## config.mk

```make
export PLATFORM = sky130hd
export DESIGN_NAME = seq_divider_flat
export DESIGN_NICKNAME = d
export VERILOG_FILES = /design/src/rtl/mul_div_pkg.sv /design/src/rtl/seq_divider_if.sv /design/src/rtl/div_counter.sv /design/src/rtl/seq_divider.sv /design/src/flat_wrapper.sv
export SDC_FILE = /design/constraint.sdc
export NUM_CORES = 1
export LEC_CHECK = 0
export ABC_AREA = 1
export CORE_UTILIZATION = 45
export CTS_CLUSTER_SIZE = 20
export DETAILED_ROUTE_END_ITERATION = 12
export HOLD_SLACK_MARGIN = 0.1
export RECOVER_POWER = 50
export SLEW_MARGIN = 30
export SYNTH_ARGS = -nofsm -noshare
export SYNTH_HDL_FRONTEND = slang
export SYNTH_SLANG_ARGS = --single-unit
```

## constraint.sdc

```tcl
create_clock -name clk -period 2.62 [get_ports clk]
set_clock_uncertainty 0.2 [all_clocks]
set_input_delay 0.786 -clock clk [delete_from_list [all_inputs] [get_ports clk]]
set_output_delay 0.786 -clock clk [all_outputs]
set_load 0.05 [all_outputs]
```

## src/rtl/mul_div_pkg.sv

```systemverilog
// Shared definitions for the multiply/divide host protocol: upload selector
// codes used by both the Booth multiplier and the sequential divider, plus
// the divider control states.
package mul_div_pkg;

    localparam logic [1:0] SEL_NONE = 2'b00;
    localparam logic [1:0] SEL_LO   = 2'b01;
    localparam logic [1:0] SEL_HI   = 2'b10;

    typedef enum logic [3:0] {
        DIV_IDLE,
        DIV_INIT,
        DIV_LOAD_DVD,
        DIV_LOAD_DVS,
        DIV_PREP,
        DIV_ITER,
        DIV_FIXUP,
        DIV_UPLOAD_Q,
        DIV_UPLOAD_R,
        DIV_DONE
    } div_state_t;

endpackage

```

## src/rtl/seq_divider_if.sv

```systemverilog
// Host-side bus of the sequential divider: start request, shared operand bus
// and the two-beat result upload with status flags.
interface seq_divider_if #(
    parameter int WIDTH = 8
);
    logic             start;
    logic [WIDTH-1:0] in_bus;
    logic [WIDTH-1:0] out_bus;
    logic [1:0]       upload_selector;
    logic             busy;
    logic             finished;
    logic             div_by_zero;

    modport master (
        output start, in_bus,
        input  out_bus, upload_selector, busy, finished, div_by_zero
    );

    modport slave (
        input  start, in_bus,
        output out_bus, upload_selector, busy, finished, div_by_zero
    );
endinterface

```

## src/rtl/div_counter.sv

```systemverilog
// Iteration counter for the divider: cleared synchronously, advanced once per
// quotient bit, and flags the last of WIDTH iterations.
module div_counter #(
    parameter int WIDTH = 8,
    localparam int CW = $clog2(WIDTH)
) (
    input  logic clk,
    input  logic rst,
    input  logic clear,
    input  logic inc,
    output logic done
);
    localparam logic [CW-1:0] LAST = CW'(WIDTH - 1);

    logic [CW-1:0] count;

    // Count iterations; clear has priority over increment.
    always_ff @(posedge clk or posedge rst) begin
        if (rst) begin
            count <= '0;
        end else if (clear) begin
            count <= '0;
        end else if (inc) begin
            count <= count + CW'(1);
        end
    end

    assign done = (count == LAST);

endmodule

```

## src/rtl/seq_divider.sv

```systemverilog
// Sequential signed restoring divider. Operands arrive over two beats of the
// shared input bus, one quotient bit is produced per cycle on magnitudes,
// signs are re-applied afterwards, and the result leaves over two beats.
module seq_divider
    import mul_div_pkg::*;
#(
    parameter int WIDTH = 8
) (
    input  logic          clk,
    input  logic          rst,
    seq_divider_if.slave  bus
);
    div_state_t state;
    div_state_t state_next;

    // dividend keeps the operand as loaded so a divide-by-zero can hand it
    // back as the remainder; its magnitude is shifted through quotient.
    logic [WIDTH-1:0] dividend;
    logic [WIDTH-1:0] divisor;
    logic [WIDTH-1:0] quotient;
    logic [WIDTH-1:0] remainder;
    logic             sign_q;
    logic             sign_r;
    logic             dbz;

    logic             cnt_clear;
    logic             cnt_inc;
    logic             cnt_done;

    logic [WIDTH-1:0] dvd_mag;
    logic [WIDTH-1:0] dvs_mag;
    logic [WIDTH:0]   rem_shift;
    logic [WIDTH-1:0] rem_sub;
    logic             rem_ge;

    // Magnitudes are WIDTH-bit unsigned, so the most negative value maps to
    // 2^(WIDTH-1) without overflow.
    assign dvd_mag = dividend[WIDTH-1] ? (~dividend + WIDTH'(1)) : dividend;
    assign dvs_mag = divisor[WIDTH-1]  ? (~divisor  + WIDTH'(1)) : divisor;

    // The shifted partial remainder needs one extra bit so the compare
    // against the divisor magnitude is always exact.
    assign rem_shift = {remainder, quotient[WIDTH-1]};
    assign rem_ge    = (rem_shift >= {1'b0, divisor});
    assign rem_sub   = rem_shift[WIDTH-1:0] - divisor;

    div_counter #(
        .WIDTH (WIDTH)
    ) u_counter (
        .clk   (clk),
        .rst   (rst),
        .clear (cnt_clear),
        .inc   (cnt_inc),
        .done  (cnt_done)
    );

    // Control state register.
    always_ff @(posedge clk or posedge rst) begin
        if (rst) begin
            state <= DIV_IDLE;
        end else begin
            state <= state_next;
        end
    end

    // Next-state and counter control; start only matters in IDLE and INIT.
    always_comb begin
        state_next = state;
        cnt_clear  = 1'b0;
        cnt_inc    = 1'b0;
        case (state)
            DIV_IDLE: begin
                if (bus.start) begin
                    state_next = DIV_INIT;
                end
            end
            DIV_INIT: begin
                cnt_clear = 1'b1;
                if (!bus.start) begin
                    state_next = DIV_LOAD_DVD;
                end
            end
            DIV_LOAD_DVD: state_next = DIV_LOAD_DVS;
            DIV_LOAD_DVS: state_next = DIV_PREP;
            DIV_PREP:     state_next = DIV_ITER;
            DIV_ITER: begin
                cnt_inc = 1'b1;
                if (cnt_done) begin
                    state_next = DIV_FIXUP;
                end
            end
            DIV_FIXUP:    state_next = DIV_UPLOAD_Q;
            DIV_UPLOAD_Q: state_next = DIV_UPLOAD_R;
            DIV_UPLOAD_R: state_next = DIV_DONE;
            DIV_DONE:     state_next = DIV_IDLE;
            default:      state_next = DIV_IDLE;
        endcase
    end

    // Datapath: operand capture, sign split, restoring iterations, sign fixup.
    always_ff @(posedge clk or posedge rst) begin
        if (rst) begin
            dividend  <= '0;
            divisor   <= '0;
            quotient  <= '0;
            remainder <= '0;
            sign_q    <= 1'b0;
            sign_r    <= 1'b0;
            dbz       <= 1'b0;
        end else begin
            case (state)
                DIV_INIT: begin
                    dividend  <= '0;
                    divisor   <= '0;
                    quotient  <= '0;
                    remainder <= '0;
                    sign_q    <= 1'b0;
                    sign_r    <= 1'b0;
                    dbz       <= 1'b0;
                end
                DIV_LOAD_DVD: begin
                    dividend <= bus.in_bus;
                end
                DIV_LOAD_DVS: begin
                    divisor <= bus.in_bus;
                end
                DIV_PREP: begin
                    sign_q    <= dividend[WIDTH-1] ^ divisor[WIDTH-1];
                    sign_r    <= dividend[WIDTH-1];
                    quotient  <= dvd_mag;
                    divisor   <= dvs_mag;
                    remainder <= '0;
                    dbz       <= (divisor == '0);
                end
                DIV_ITER: begin
                    if (rem_ge) begin
                        remainder <= rem_sub;
                        quotient  <= {quotient[WIDTH-2:0], 1'b1};
                    end else begin
                        remainder <= rem_shift[WIDTH-1:0];
                        quotient  <= {quotient[WIDTH-2:0], 1'b0};
                    end
                end
                DIV_FIXUP: begin
                    if (dbz) begin
                        quotient  <= '1;
                        remainder <= dividend;
                    end else begin
                        if (sign_q) begin
                            quotient <= ~quotient + WIDTH'(1);
                        end
                        if (sign_r) begin
                            remainder <= ~remainder + WIDTH'(1);
                        end
                    end
                end
                default: begin
                end
            endcase
        end
    end

    // Moore output decode from the state and data registers only.
    always_comb begin
        bus.out_bus         = '0;
        bus.upload_selector = SEL_NONE;
        bus.busy            = (state != DIV_IDLE);
        bus.finished        = 1'b0;
        bus.div_by_zero     = 1'b0;
        case (state)
            DIV_UPLOAD_Q: begin
                bus.out_bus         = quotient;
                bus.upload_selector = SEL_LO;
                bus.div_by_zero     = dbz;
            end
            DIV_UPLOAD_R: begin
                bus.out_bus         = remainder;
                bus.upload_selector = SEL_HI;
                bus.div_by_zero     = dbz;
            end
            DIV_DONE: begin
                bus.finished    = 1'b1;
                bus.div_by_zero = dbz;
            end
            default: begin
            end
        endcase
    end

endmodule

```

## src/flat_wrapper.sv

```systemverilog
// flat-port wrapper written by rule: the top's interface ports become plain ports
module seq_divider_flat import mul_div_pkg::*;
#(
    parameter int WIDTH = 8
)
  (clk, rst, bus_start, bus_in_bus, bus_out_bus, bus_upload_selector, bus_busy, bus_finished, bus_div_by_zero);
  seq_divider_if #(.WIDTH(WIDTH)) bus_i ();
  input  logic clk;
  input  logic rst;
  input wire logic [$bits(bus_i.start)-1:0] bus_start;
  input wire logic [$bits(bus_i.in_bus)-1:0] bus_in_bus;
  output wire logic [$bits(bus_i.out_bus)-1:0] bus_out_bus;
  output wire logic [$bits(bus_i.upload_selector)-1:0] bus_upload_selector;
  output wire logic [$bits(bus_i.busy)-1:0] bus_busy;
  output wire logic [$bits(bus_i.finished)-1:0] bus_finished;
  output wire logic [$bits(bus_i.div_by_zero)-1:0] bus_div_by_zero;
  assign bus_i.start = bus_start;
  assign bus_i.in_bus = bus_in_bus;
  assign bus_out_bus = bus_i.out_bus;
  assign bus_upload_selector = bus_i.upload_selector;
  assign bus_busy = bus_i.busy;
  assign bus_finished = bus_i.finished;
  assign bus_div_by_zero = bus_i.div_by_zero;
  seq_divider #(.WIDTH(WIDTH)) u_core (.clk(clk), .rst(rst), .bus(bus_i));
endmodule
```

==> impl_results.md, run 1 <==
- Initial antenna violation count: 0
- TritonCTS clock tree: built
- Mapped Cells: 482
- Fin. Hold Viols: 0
- Combinational share of power: between 60% and 70%
- Die area: between 0.007 and 0.008 mm²
- Final min period: approximately 2.6 ns
- Hold Buf Count CTS: 0
- First-pass DRT Iterations: 5
- Crit end category: output port
- Fin Hold WS: 0.3050 ns
- Seq pwr share: a little over a fifth
- CP required: between 1.5 and 2 ns
- Root buf cell: clkbuf_8
- Leakage: between 1.5 and 2 nW
- Most frequent cells in the layout: 112 x nand2_1, 68 x nand3_1, 65 x inv_1
- Peak VDD IR: between 0.7 and 0.8 mV
- Final setup viols: 0
- R2R Path End: u_core.remainder[3]$_DFFE_PP0P_
- Drt wl/cell: 15.28 µm
- Pwr dens: 1398 mW/mm²
- Slew @ Worst Pin: 0.5763 ns
- GRT Residual Overflow: 0
- Hold Crit Depth: 1
- Sequential cell area: between 0.001 and 0.0015 mm²
- Iter 0 DRT Violations: between 200 and 250
- Global-route wire length before repair: 15.32 mm
- Mapped Area: 0.003223 mm²
- Core ar.: 0.006869 mm²
- Status: finished clean
- Final Slew Violations: 0
- Max Cap Violations: 0
- Post-Syn Nets: between 500 and 600
- Area Growth Syn to Fin: 25.35%
- RSZ-0062 raised after global routing: yes
- Library cells used by synthesis: 33
- Clk sinks: between 40 and 50
- Later-pin clock latency in the skew report: about 0.30 ns
- Hold Path Class: flip-flop to flip-flop
- Pint: around 2.6 mW
- Crit start category: flip-flop
- Slowest CP cell: dfrtp_1
- Crit-path cells: inv_2 -> nand2_4 -> nor2_4 -> inv_6 -> nand2_1 -> o21ai_1 -> inv_1 -> buf_12
- Routed wire length: 9.336 mm
- Routed Antenna Nets: 0
- Max-slew headroom: 61.44%
- Clock slew at reported path FFs: around 0.080 ns
- Vias: between 3000 and 4000
- GRT Total Usage: between 20% and 30%
- Vias in the first global route: 3017
- Peak per-stage delay on the critical path: 0.42 ns
- Syn_area_per_cell: around 6.7 µm²
- Routability cong.: just under 0.9
- Crit Path Class: flip-flop to output port
- Post-synth EDFFs: 0
- Nets: between 500 and 600
- Htree depth: 2
- CP max FO: 9
- Total CTS buffers: 5
- Worst R2R Setup Slack: roughly 0.36 ns
- Footprint of the multi-input gates: around 0.002 mm²
- Part of the Yosys area used for sequential elements: about a third
- Launch point of the worst path: u_core.state[3]$_DFFE_PP0P_
- Most common cell after layout, fill and taps aside: nand2_1
- Hold_sp: u_core.u_counter.count[1]$_DFFE_PP0P_
- IO Count: 24
- Vias per Instance: roughly 5.4
- Post-DP HPWL: between 6 and 7 mm
- Fill count: 684
- Hold path endpoint: u_core.u_counter.count[1]$_DFFE_PP0P_
- #FFs+latches synth: 42
- Share of layout cells above drive strength 1: between 10% and 20%
- Row count: 30
- Synth Flop Type: dfrtp_1
- Clock power share: between 10% and 20%
- CTS Buffer Depth: 2
- Switching Share: 53.59%
- Post-layout util: approximately 59%
- R2R cell count: 11
- WP data arrival: between 1.5 and 2 ns
- Port buffer count: 23
- FMAX: just under 400 MHz
- # DRC: 0
- Die width: approximately 87 µm
- Synth async-reset ratio: 100.0%
- Largest net degree at the start of global routing: 40
- P_sw: 3.026 mW
- Reg2reg start: u_core.divisor[5]$_DFFE_PP0P_
- Diode count: 0
- Crit share post-route: 98.57%
- Initial Utilization: a little under half
- Yosys Warn Count: 0
- Die height: roughly 87 µm
[routing by layer]
| layer | up-vias | wire length (µm) | track usage, % |
|---|---|---|---|
| li1 | 1671 | - | - |
| met1 | 1546 | 4514 | 37.88 |
| met2 | 83 | 4326 | 42.28 |
| met3 | 9 | 373 | 4.095 |
| met4 | 0 | 122 | 6.364 |
| met5 | - | 0 | 0 |
[worst max-delay path by stage]
stage / end / slack, ns / cells past startpoint
final: bus_div_by_zero / 0.04 / 8
after global routing: bus_div_by_zero / -0.08 / 8
after CTS: bus_div_by_zero / 0.002 / 8
after detailed placement: bus_div_by_zero / 0.29 / 8
after global placement: bus_div_by_zero / 0.31 / 8
after floorplan: bus_div_by_zero / 0.04 / 5
[layout make-up]
type / instances / share of cell area [%]
tap: 96 / 2.973
sequential: 42 / 26.11
clock buffer: 6 / 2.044
clock inverter: 2 / 1.487
multi-input combinational: 356 / 49.33
inverter: 77 / 7.278
timing repair buffer: 32 / 10.78
[metrics by stage]
step	TNS (ns)	area, µm²	std cells	setup WS [ns]	total power [mW]
final	0	4040	611	0.03754	5.647
after CTS	0	3915	606	0.002190	5.455
after floorplan	0	3292	482	0.04401	3.927
after global routing	-0.07784	4040	611	-0.07784	6.206
after detailed placement	0	3765	598	0.2926	4.783
after global placement	0	3765	598	0.3108	4.728
[timing repair]
item,in CTS,in global routing
resized for setup,2,19
hold endpoints to repair,0,0
buffers inserted,0,5
pin swaps,0,1
endpoints found under the setup margin,5,9
[cell usage after synthesis, drive strengths merged (3+ instances only)]
master | instances | share of area (%)
nand2 | 119 | 14
inv | 77 | 9.0
nand3 | 68 | 11
nor2 | 44 | 5.5
dfrtp | 42 | 33
a21oi | 30 | 4.7
o21ai | 30 | 4.8
o22ai | 16 | 3.1
ha | 14 | 5.4
nor3 | 7 | 1.1
buf | 5 | 0.93
o211ai | 5 | 1.2
nand4 | 4 | 0.78
xnor2 | 3 | 0.82
xor2 | 3 | 0.82
[flip-flops by register name, indices dropped and copies added (netlist names)]
signal and cells:
u_core.dividend 8, u_core.divisor 8, u_core.quotient 8, u_core.remainder 8, u_core.state 4, u_core.u_counter.count 3, u_core.dbz 1, u_core.sign_q 1
u_core.sign_r 1
[critical path, delay by kind of cell, from the launching register on]
family	cells	cell delay [ns]
simple gates	3	0.37
flops	1	0.42
buf+inv	4	0.45
compound gates	1	0.06
[cells by family (layout without fill, tap and decap cells)]
| group | after synthesis | after routing | synth area share, % |
|---|---|---|---|
| simple gates | 246 | 246 | 33.04 |
| compound gates | 89 | 89 | 16.54 |
| buf+inv | 84 | 117 | 10.13 |
| flops | 42 | 42 | 32.61 |
| fa+ha+maj | 15 | 15 | 6.056 |
| xor+xnor | 6 | 6 | 1.631 |
[power groups by stage]
stage               logic (mW)  registers, mW  clock network (mW)
floorplan                 2.84           1.09                   0
finish                    3.81           1.18               0.660
detailed placement        3.61           1.17                   0
CTS                       3.64           1.16               0.661
global placement          3.57           1.16                   0
global route              4.31           1.22               0.686
(Power assumes the default switching activity.)
==> run 2, diff against run 1 <==
--- a/config.mk
+++ b/config.mk
@@ -9,6 +9,7 @@
 export CORE_UTILIZATION = 45
 export CTS_CLUSTER_SIZE = 20
 export DETAILED_ROUTE_END_ITERATION = 12
+export GPL_ROUTABILITY_DRIVEN = 1
 export HOLD_SLACK_MARGIN = 0.1
 export RECOVER_POWER = 50
 export SLEW_MARGIN = 30
==> results of run 2 <==
No change in the layout: final DEF, timing and power equal those of run 1.
==> run 3, diff against run 2 <==
--- a/config.mk
+++ b/config.mk
@@ -6,6 +6,7 @@
 export NUM_CORES = 1
 export LEC_CHECK = 0
 export ABC_AREA = 1
+export ABC_CLOCK_PERIOD_IN_PS = 2620
 export CORE_UTILIZATION = 45
 export CTS_CLUSTER_SIZE = 20
 export DETAILED_ROUTE_END_ITERATION = 12
==> results of run 3 <==
No change in the layout: final DEF, timing and power equal those of run 1.
